$ cat src/rtl/ham_pkg.sv
// Shared definitions for the bit-serial Hamming-distance engine.
//   ham_state_t : engine FSM states (IDLE, SHIFT, DONE)
//   cnt_width() : width needed to hold a count of 0..width inclusive
package ham_pkg;

  typedef enum logic [1:0] {
    IDLE  = 2'd0,
    SHIFT = 2'd1,
    DONE  = 2'd2
  } ham_state_t;

  function automatic int cnt_width(input int width);
    return $clog2(width + 1);
  endfunction

endpackage

$ cat src/rtl/xor_bit_cell.sv
// Single-bit XOR built only from 2-input NAND gates (four-NAND form).
//   a, b : input bits
//   y    : a ^ b
module xor_bit_cell (
  input  logic a,
  input  logic b,
  output logic y
);

  logic n_ab;
  logic n_a;
  logic n_b;

  assign n_ab = ~(a & b);
  assign n_a  = ~(a & n_ab);
  assign n_b  = ~(b & n_ab);
  assign y    = ~(n_a & n_b);

endmodule

$ cat src/rtl/serial_hamming_unit.sv
// Bit-serial Hamming-distance engine. An operand pair is accepted over a
// valid/ready handshake, streamed LSB-first through one NAND-built XOR cell,
// and the number of differing bits is returned over a second handshake.
//   clk, reset          : clock, synchronous active-high reset
//   in_valid/in_ready   : operand handshake, in_a/in_b are WIDTH bits
//   out_valid/out_ready : result handshake
//   out_dist            : Hamming distance (CNT_W bits), held after release
//   out_equal           : high with out_valid when the distance is zero
//   busy                : high while shifting or presenting a result
module serial_hamming_unit
  import ham_pkg::*;
#(
  parameter  int WIDTH = 8,
  localparam int CNT_W = cnt_width(WIDTH)
) (
  input  logic             clk,
  input  logic             reset,
  input  logic             in_valid,
  output logic             in_ready,
  input  logic [WIDTH-1:0] in_a,
  input  logic [WIDTH-1:0] in_b,
  output logic             out_valid,
  input  logic             out_ready,
  output logic [CNT_W-1:0] out_dist,
  output logic             out_equal,
  output logic             busy
);

  localparam int IDX_W = (WIDTH > 1) ? $clog2(WIDTH) : 1;

  ham_state_t       state_q;
  ham_state_t       state_d;
  logic [WIDTH-1:0] a_sh;
  logic [WIDTH-1:0] b_sh;
  logic [IDX_W-1:0] idx;
  logic [CNT_W-1:0] acc;
  logic [CNT_W-1:0] acc_sum;
  logic [CNT_W-1:0] dist_q;
  logic             diff_bit;
  logic             load;
  logic             finish;

  xor_bit_cell u_xor (
    .a (a_sh[0]),
    .b (b_sh[0]),
    .y (diff_bit)
  );

  always_comb begin
    state_d = state_q;
    load    = 1'b0;
    finish  = 1'b0;
    acc_sum = acc + CNT_W'(diff_bit);
    unique case (state_q)
      IDLE: begin
        if (in_valid) begin
          load    = 1'b1;
          state_d = SHIFT;
        end
      end
      SHIFT: begin
        if (idx == IDX_W'(WIDTH - 1)) begin
          finish  = 1'b1;
          state_d = DONE;
        end
      end
      DONE: begin
        if (out_ready) state_d = IDLE;
      end
      default: state_d = IDLE;
    endcase
  end

  // The final bit is folded into the result register on the same edge that
  // leaves SHIFT, so the distance is already complete on entry to DONE and
  // stays put after the result handshake.
  always_ff @(posedge clk) begin
    if (reset) begin
      state_q <= IDLE;
      a_sh    <= '0;
      b_sh    <= '0;
      idx     <= '0;
      acc     <= '0;
      dist_q  <= '0;
    end else begin
      state_q <= state_d;
      if (load) begin
        a_sh <= in_a;
        b_sh <= in_b;
        acc  <= '0;
        idx  <= '0;
      end else if (state_q == SHIFT) begin
        a_sh <= a_sh >> 1;
        b_sh <= b_sh >> 1;
        acc  <= acc_sum;
        idx  <= idx + IDX_W'(1);
      end
      if (finish) dist_q <= acc_sum;
    end
  end

  assign in_ready  = (state_q == IDLE);
  assign out_valid = (state_q == DONE);
  assign busy      = (state_q == SHIFT) || (state_q == DONE);
  assign out_dist  = dist_q;
  assign out_equal = (state_q == DONE) && (dist_q == '0);

endmodule
$ cat config.mk
export PLATFORM = sky130hd
export DESIGN_NAME = serial_hamming_unit
export DESIGN_NICKNAME = d
export VERILOG_FILES = /design/src/rtl/ham_pkg.sv /design/src/rtl/xor_bit_cell.sv /design/src/rtl/serial_hamming_unit.sv
export SDC_FILE = /design/constraint.sdc
export NUM_CORES = 1
export LEC_CHECK = 0
export CAP_MARGIN = 20
export CORE_ASPECT_RATIO = 1.2
export CORE_MARGIN = 5
export CORE_UTILIZATION = 45
export DETAILED_ROUTE_END_ITERATION = 8
export MAX_ROUTING_LAYER = met4
export PLACE_DENSITY = 0.82
export SLEW_MARGIN = 20
export SYNTH_ARGS = -nofsm -noshare
export SYNTH_HDL_FRONTEND = slang
export SYNTH_SLANG_ARGS = --single-unit
export TNS_END_PERCENT = 20
$ cat constraint.sdc
create_clock -name clk -period 1.4 [get_ports clk]
set_input_delay 0.28 -clock clk [delete_from_list [all_inputs] [get_ports clk]]
set_output_delay 0.28 -clock clk [all_outputs]
set_load 0.01 [all_outputs]
==> results.py, run 1 <==
metrics = {
    "global_routing": {
        "grt_max_degree": 21,
        "grtUsageTotal_pct": 15.9,
        "grt_pass1_vias": 1115,
        "globalRouteOverflowTotal": 0,
        "grt_pass1_wl_um": 4910,
        "antenna_found_initial": 0,
    },
    "layout": {
        "drive_gt1_share_pct": 28.7,
        "area_delta_synth_final_pct": 41.0,
        "postLayoutCellArea_um2": 1890,
        "nFillCells": 250,
        "multi_input_area_um2": 778,
        "register_area_um2": 593,
        "layout.nets": 207,
        "antenna_cells": 0,
    },
    "placement": {
        "port_buffers": 27,
        "place.gp.congestion": 0.740,
        "dp_hpwl_um": 2240,
        "place_area_um2": 1720,
    },
    "sta": {
        "fin_ws_ns": -0.0959,
        "fmax_ghz": 0.668,
        "hold_violations": 0,
        "fin_crit_ns": 1.50,
        "slew_headroom_pct": 79.2,
        "drv_slew": 0,
        "rsz0062_at_grt": "yes",
        "finalCritPeriodShare_pct": 107,
        "worstMarginPinSlew_ns": 0.313,
        "finalSetupViolations": 4,
        "tns_ns": -0.249,
        "skew_ns": 0.00815,
    },
    "power": {
        "vdd_drop_max_mv": 0.979,
        "finalPower_w": 0.00288,
        "p_leak_nw": 0.757,
        "powerDensity_nw_per_um2": 1530,
    },
    "clocking": {
        "clk_path_buf_depth": 2,
        "root_buffer": "clkbuf_4",
        "h-tree-depth": 2,
        "clkSlewWorstSetupHoldPaths_ns": 0.09,
        "hold_buffers": 0,
        "cts_sinks": 29,
        "cts_tree": "done",
        "clock_latency_ns": 0.33,
        "numCtsBuffers": 5,
    },
    "yosys": {
        "synth_area_per_cell_um2": 9.70,
        "synth_fa_ha_area_share_pct": 6.54,
        "ys.flop_type": "dfxtp_1",
        "ys_ff_latch": 29,
        "synth_area_leaders": "dfxtp_1 43%, mux2i_1 16%, a211oi_1 9.0%, nor2_1 7.0%, ha_1 6.5%",
        "netlist_instances": 138,
        "synth_top_cell_area_share_pct": 43.4,
        "synth_xor_area_share_pct": 3.93,
        "synth.most_common_cell": "dfxtp_1",
        "synth-edff-count": 0,
        "syn_nets": 165,
        "yosys.area_share.simple_pct": 14.0,
        "yosysWarnings": 0,
        "synth_top_family_by_area": "multiplexers",
        "synth_compound_area_share_pct": 10.5,
        "synthMuxAreaShare_pct": 16.4,
        "syn_area_um2": 1340,
        "seq_area_frac_synth_pct": 43.4,
        "async_flop_share_pct": 0,
        "synth.distinct_cells": 21,
        "synth_top_area_cell": "dfxtp_1",
        "synthTopCellsByCount": "29 x dfxtp_1, 25 x nor2_1, 22 x mux2i_1, 16 x a211oi_1, 7 x ha_1",
    },
    "routing": {
        "final_antenna_net_count": 0,
        "wirelength_um": 2950,
        "wl_met1_um": 1160,
        "routed-wl-met3_um": 135,
        "route.met2.wl_um": 1620,
        "route.top_layer_used": "met4",
        "vias": 1106,
        "drcViolationCount": 0,
        "viasPerCell": 5.14,
        "dr.first_iter.drc_count": 38,
        "drtPass1Iterations": 4,
        "avgRoutedWirePerCell_um": 13.7,
    },
    "floorplan": {
        "dieArea_um2": 4170,
        "die_y_um": 69.8,
        "row_count": 21,
        "die_w_um": 59.8,
        "core_area_um2": 2840,
        "ios": 28,
        "start_util_pct": 47.2,
    },
    "hold_path": {
        "worstHoldPathType": "reg -> reg",
    },
    "critical_path": {
        "required_ns": 1.66,
        "critPathLaunchType": "flop",
        "worstPathMaxFanout": 4,
        "timing.rr.end": "state_q[0]",
        "startpoint": "state_q[1]",
        "rrSetupSlack_ns": -0.1,
        "cp.arrival_ns": 1.76,
        "r2r_start": "state_q[1]",
        "crit_end": "state_q[0]",
        "ff2ff_path_depth": 6,
        "end_kind": "flop",
        "worstSetupPathType": "reg -> reg",
    },
    "outcome": {
        "status": "complete, but fails checks",
        "violations": "setup timing",
    },
    "run": {
        "drv_cap": 0,
    },
}
## worst min-delay path by stage
stage	depth (start not counted)	endpoint	slack [ns]	start
global placement	2	a_sh[7]	0.47	a_sh[7]
finish	2	b_sh[7]	0.50	b_sh[7]
CTS	2	b_sh[7]	0.50	b_sh[7]
detailed placement	2	b_sh[7]	0.47	b_sh[7]
global route	2	b_sh[7]	0.52	b_sh[7]
floorplan	2	a_sh[7]	0.44	in_valid
## layout by cell type, fill, tap and decap left out, drive strengths merged, types with 3 or more instances in the layout
cell type	n
a211oi	16
buf	21
clkbuf	6
clkdlybuf4s50	19
dfxtp	29
dlygate4sd2	4
ha	7
inv	5
mux2i	22
nand2b	5
nand3	3
nor2	25
xor2	4
## metrics by stage
| step | worst slack (ns) | util (%) | cells | hold slack, ns |
|---|---|---|---|---|
| after global placement | -0.0890 | 60.8 | 206 | 0.467 |
| after CTS | -0.166 | 64.2 | 214 | 0.497 |
| after global routing | -0.162 | 66.5 | 215 | 0.523 |
| after floorplan | 0.00570 | - | 138 | 0.443 |
| after detailed placement | -0.143 | 60.8 | 206 | 0.475 |
| final | -0.0959 | 66.5 | 215 | 0.496 |
## timing repair
item	in CTS	in global routing
pin swaps	2	11
endpoints found under the setup margin	28	27
gates resized for setup	36	18
buffers inserted	0	1
## where the power goes
group | switching, W | internal [W]
Sequential | 0.000112 | 0.00101
Clock | 0.000287 | 0.000191
Combinational | 0.000600 | 0.000682
## flip-flops by register name, indices dropped and copies added (netlist names)
register,cells
a_sh,8
acc,4
b_sh,8
idx,3
out_dist,4
state_q,2
## layout make-up
class / instances / share of cell area [%]
inverter: 5 / 1.26
tap: 34 / 2.25
clock buffer: 6 / 2.19
timing repair buffer: 44 / 21.1
multi-input combinational: 95 / 41.2
clock inverter: 2 / 0.530
sequential: 29 / 31.4
## per-layer routing
layer / up-vias / track usage, %
met5: - / -
li1: 566 / -
met2: 23 / 26.8
met4: 0 / 5.17
met3: 6 / 5.03
met1: 511 / 17.0
## critical path: stages, from the launching register on
cell	delay (ns)
dfxtp_4	0.39
inv_4	0.05
buf_6	0.11
ha_4	0.16
a222oi_1	0.36
buf_4	0.19
mux2i_1	0.16
## cells by family (layout without fill, tap and decap cells)
kind of cell | count (synthesis) | in the layout
DFF | 29 | 29
muxes | 22 | 22
buffers and inverters | 14 | 57
AOI/OAI and AO/OA | 19 | 19
adders and majority gates | 7 | 7
and+or+nand+nor | 41 | 41
xor gates and xnor gates | 6 | 6
(Power assumes the default switching activity.)
==> run 2: changes to the inputs <==
Settings changed: CAP_MARGIN 20 to default, CORE_UTILIZATION 45 to 35, PLACE_DENSITY 0.82 to 0.68.
==> results.py, run 2 (synthesis gave the netlist of run 1 again) <==
metrics = {
    "run": {
        "drv_cap": 0,
    },
    "outcome": {
        "violations": "setup timing",
        "status": "complete, but fails checks",
    },
    "layout": {
        "drive_gt1_share_pct": 25.6,
        "layout.nets": 207,
        "area_delta_synth_final_pct": 43.2,
        "layout_common_cells": "25 x nor2_1, 25 x dfxtp_1, 22 x mux2i_1, 19 x clkdlybuf4s50_1, 15 x buf_4",
        "biggestRegsByFlops": "a_sh: 8 flops, b_sh: 8 flops",
        "postLayoutCellArea_um2": 1920,
        "nFillCells": 352,
        "antenna_cells": 0,
    },
    "global_routing": {
        "grt_max_degree": 31,
        "grtUsageTotal_pct": 12.2,
        "grt_pass1_vias": 1098,
        "antenna_found_initial": 0,
        "grt_pass1_wl_um": 4660,
        "globalRouteOverflowTotal": 0,
    },
    "routing": {
        "vias": 1106,
        "wirelength_um": 2940,
        "drtPass1Iterations": 4,
        "dr.first_iter.drc_count": 43,
        "avgRoutedWirePerCell_um": 12.7,
        "final_antenna_net_count": 0,
        "drcViolationCount": 0,
        "viasPerCell": 4.77,
    },
    "clocking": {
        "clkSlewWorstSetupHoldPaths_ns": 0.06,
        "numCtsBuffers": 5,
        "clock_latency_ns": 0.28,
        "cts_tree": "done",
        "hold_buffers": 0,
        "clk_path_buf_depth": 2,
        "h-tree-depth": 2,
        "root_buffer": "clkbuf_8",
        "cts_sinks": 29,
    },
    "floorplan": {
        "dieArea_um2": 5170,
        "row_count": 24,
        "core_area_um2": 3660,
        "die_y_um": 77.8,
        "ios": 28,
        "die_w_um": 66.5,
        "start_util_pct": 36.5,
    },
    "power": {
        "p_comb_share_pct": 40.5,
        "p_int_w": 0.00204,
        "seqPwrFrac_pct": 36.5,
        "vdd_drop_max_mv": 0.732,
        "swShare_pct": 32.2,
        "p_leak_nw": 0.757,
        "p_sw_w": 0.000971,
        "pwr-share-clk_pct": 22.9,
        "powerDensity_nw_per_um2": 1570,
    },
    "sta": {
        "rsz0062_at_grt": "yes",
        "finalSetupViolations": 1,
        "fin_crit_ns": 1.43,
        "fin_hold_ws_ns": 0.488,
        "worstMarginPinSlew_ns": 0.276,
        "fmax_ghz": 0.697,
        "finalCritPeriodShare_pct": 102,
        "drv_slew": 0,
        "fin_ws_ns": -0.0339,
        "tns_ns": -0.0339,
        "slew_headroom_pct": 81.6,
        "hold_violations": 0,
        "skew_ns": 0.00190,
    },
    "critical_path": {
        "cp_num_cells": 4,
        "rrSetupSlack_ns": 0,
        "cp.arrival_ns": 1.15,
        "worstSetupPathType": "reg -> out",
        "path_buf_inv": 2,
        "end_kind": "output port",
        "worstPathMaxFanout": 3,
        "timing.rr.end": "state_q[1]",
        "critPathSlowestCell": "dfxtp_2",
        "startpoint": "state_q[1]",
        "crit_end": "out_equal",
        "cp_top_family": "flip-flops",
        "critPathLaunchType": "flop",
        "required_ns": 1.12,
        "ff2ff_path_depth": 6,
        "r2r_start": "idx[1]",
        "path_cells": "buf_4 -> ha_2 -> and2_1 -> clkbuf_2",
        "slowest_delay_ns": 0.32,
    },
    "placement": {
        "port_buffers": 27,
        "place_area_um2": 1750,
        "dp_hpwl_um": 2120,
        "place.gp.congestion": 0.768,
    },
    "hold_path": {
        "worstHoldPathType": "reg -> reg",
    },
}
## run 2: cell count changes in the layout (fill, tap and decap cells not counted), moves of 2 or more
| cell | previous run | this run |
|---|---|---|
| a211oi_1 | 13 | 10 |
| clkbuf_4 | 5 | 0 |
| a211oi_2 | 3 | 6 |
| clkbuf_8 | 0 | 6 |
| inv_2 | 0 | 2 |
| clkinv_2 | 2 | 0 |
| dfxtp_2 | 7 | 4 |
| inv_4 | 2 | 0 |
| dfxtp_1 | 21 | 25 |
## run 2: timing repair
item                                    CTS  global route
endpoints found under the setup margin   17            24
buffers inserted                          0             2
resized for setup                        22            18
pin swaps                                 0             5
## run 2: metrics by stage
stage | util, % | power [W] | std cells | setup slack, ns
after floorplan | - | 0.00184 | 138 | 0.00570
after global placement | 47.8 | 0.00220 | 223 | -0.0958
after detailed placement | 47.8 | 0.00224 | 223 | -0.124
after CTS | 50.3 | 0.00293 | 230 | -0.127
after global routing | 52.3 | 0.00319 | 232 | -0.0829
final | 52.3 | 0.00301 | 232 | -0.0339
## run 2: area by class of cell
cell class / instances / area (um2) / share of cell area [%]
Tap cell: 52 / 65.1 / 3.39
Clock buffer: 7 / 86.3 / 4.50
Sequential cell: 29 / 586 / 30.5
Multi-Input combinational cell: 95 / 766 / 39.9
Timing Repair Buffer: 44 / 395 / 20.6
Inverter: 5 / 18.8 / 0.979
## run 2: how the worst min path moves through the flow
stage / start / to / depth (start not counted)
detailed placement: a_sh[7] / a_sh[7] / 2
CTS: a_sh[7] / a_sh[7] / 2
floorplan: in_valid / a_sh[7] / 2
global route: a_sh[7] / a_sh[7] / 2
finish: a_sh[7] / a_sh[7] / 2
global placement: b_sh[7] / b_sh[7] / 2
## run 2: tightest hold or removal path, delay by kind of cell (launching register included)
kind            cells  cell delay (ns)
flops               1             0.31
simple gates        1             0.07
compound gates      1             0.06
## run 2: layer usage
metal / GRT usage, % / share of wire, %
met1: 12.9 / 42
met2: 19.3 / 50
met3: 3.76 / 4.4
met4: 8.33 / 3.7
met5: - / 0
## run 2: power by group through the flow
stage	logic (W)	registers, W	clock network [W]
2_1_floorplan	0.000754	0.00109	0
6_report	0.00122	0.00110	0.000690
3_3_place_gp	0.00110	0.00111	0
5_1_grt	0.00133	0.00112	0.000741
3_5_place_dp	0.00112	0.00112	0
4_1_cts	0.00111	0.00110	0.000714
==> variant, RTL diff (settings of run 2) <==
Change the parameter `WIDTH` from 8 to 16.
--- a/src/rtl/serial_hamming_unit.sv
+++ b/src/rtl/serial_hamming_unit.sv
@@ -10,7 +10,7 @@
 module serial_hamming_unit
   import ham_pkg::*;
 #(
-  parameter  int WIDTH = 8,
+  parameter  int WIDTH = 16,
   localparam int CNT_W = cnt_width(WIDTH)
 ) (
   input  logic             clk,
Ports: changed (resized in_a, in_b and out_dist); port bits go from 28 to 45. The function was not compared with the original's and may differ.
==> variant against run 2 <==
The flow still finishes with violations (setup timing). Sequential cell count up 19. Non-clock buffer count up 22. Maximum frequency down 21%. Synthesized area up 63%. Power up 39%. Combinational power up 35%. First-iteration DRC count up 100%. Sequential power up 55%. Worst setup slack worse by 0.38 ns. Cell area up 65%. Sequential share of layout area about the same. Routed wire length up 59%.
==> variant: results (changes against run 2) <==
stage	metric	value	unit	change
worst_setup_path	arrival time worst endpoint	1.53	ns	+0.38 ns
grt	gr usage total	12.6	%	+0.33 points
sta	setup ws final	-0.411	ns	-0.377 ns
layout	Filler cells	577		+64%
worst_setup_path	Slowest-stage cell, CP	or4b_4		
sta	Final Skew	0.00830	ns	+0.00640 ns
pwr	Leak	1.20	nW	+59%
sta	setup violators final	3		+2
synth	unique cell type count in the Yosys netlist	26		+24%
place	Port Buf Inserts	44		+63%
grt	first-pass GRT wire length	7.60	mm	+63%
layout	layout cell share with drive strength beyond 1	24.6	%	-0.91 points
route	WL final	4.66	mm	+59%
synth	Seq/Total Area, Yosys	44.0	%	+0.67 points
worst_setup_path	Critical R2R Capture	out_dist[2]		
sta	setup TNS	-0.467	ns	-0.433 ns
grt	vias in the first global route	1739		+58%
clock_tree	worst skew pair latency	0.30	ns	+0.02 ns
synth	Synth top cells by count	dfxtp_1, nor2_1, mux2i_1, a211oi_1, xor2_1		
min_path	hold path startpoint	a_sh[15]		
place	gpl congestion	0.737		-4.0%
outcome	failing checks	setup timing		
grt	largest net degree at the start of global routing	38		+23%
worst_setup_path	worst r2r src	b_sh[0]		
route	mean number of vias per cell	4.78		+0.36%
place	Area after DPL	0.00283	mm^2	+61%
worst_setup_path	Max stage delay on crit path	0.45	ns	+0.13 ns
outcome	status	finished, violations left		
route	Iteration-0 DRC Markers	86		+100%
worst_setup_path	Crit Path Max Fanout	2		-1
==> variant: cell types whose count changed after synthesis, sizes merged, moves of 3 or more <==
cell and change:
dfxtp +19, nor2 +19, a211oi +18, mux2i +14
buf +11, nand2b -5, nand2 +4, xor2 +4
clkbuf -3
==> variant: worst max path at each step <==
stage	to	slack, ns	depth (start not counted)
final	out_equal	-0.41	5
after global routing	out_equal	-0.47	5
after CTS	out_equal	-0.42	5
after detailed placement	out_equal	-0.53	5
after global placement	out_equal	-0.51	5
after floorplan	out_equal	-0.07	4
==> variant: layer usage <==
metal  vias to the layer above  GRT usage (%)  share of wire [%]
li1                        902              -                  -
met1                       797           14.6                 44
met2                        29           21.8                 52
met3                         4           2.32                3.3
met4                         0           4.16               0.81
met5                         -              -                  0
==> variant: timing repair <==
item	4_1_cts	5_1_grt
setup buffers	1	1
cloned	2	2
gates resized for setup	37	21
endpoints found under the setup margin	56	47
pin swaps	5	25
==> variant: final cells by class <==
class	instances	area (um^2)	area share, %
tap	82	103	3.25
clock buffer	6	82.6	2.61
clock inverter	2	10.0	0.317
sequential	48	966	30.6
timing repair buffer	66	723	22.9
inverter	3	11.3	0.356
multi-input combinational	155	1260	40.0
==> variant: cell families after synthesis <==
| family | after synthesis | synth area share, % |
|---|---|---|
| multiplexers | 36 | 16.5 |
| flip-flops | 48 | 44.0 |
| XOR/XNOR | 10 | 4.01 |
| buffers and inverters | 20 | 5.27 |
| AND/OR/NAND/NOR | 65 | 13.1 |
| adder cells (fa/ha/maj) | 6 | 3.44 |
| AO/OA/AOI/OAI | 38 | 13.6 |
==> variant: stage by stage <==
step / utilization (%) / hold WS, ns / total power, W / setup slack [ns] / std cells
floorplan: - / 0.443 / 0.00264 / -0.0654 / 223
global placement: 46.8 / 0.480 / 0.00300 / -0.509 / 350
detailed placement: 46.8 / 0.487 / 0.00302 / -0.529 / 350
CTS: 50.1 / 0.498 / 0.00410 / -0.416 / 360
global route: 52.2 / 0.534 / 0.00446 / -0.472 / 362
finish: 52.2 / 0.493 / 0.00420 / -0.411 / 362
==> variant: report_power, final <==
group / internal (W) / total, W / switching [W]
logic: 0.000917 / 0.00165 / 0.000738
clock network: 0.000395 / 0.000846 / 0.000451
registers: 0.00158 / 0.00170 / 0.000119
total: 0.00289 / 0.00420 / 0.00131
==> variant: worst max-delay path: cells and delay by family, from the launching register on <==
| kind | cells | cell delay [ns] |
|---|---|---|
| buf+inv | 2 | 0.21 |
| simple gates | 2 | 0.57 |
| fa+ha+maj | 1 | 0.12 |
| flops | 1 | 0.33 |
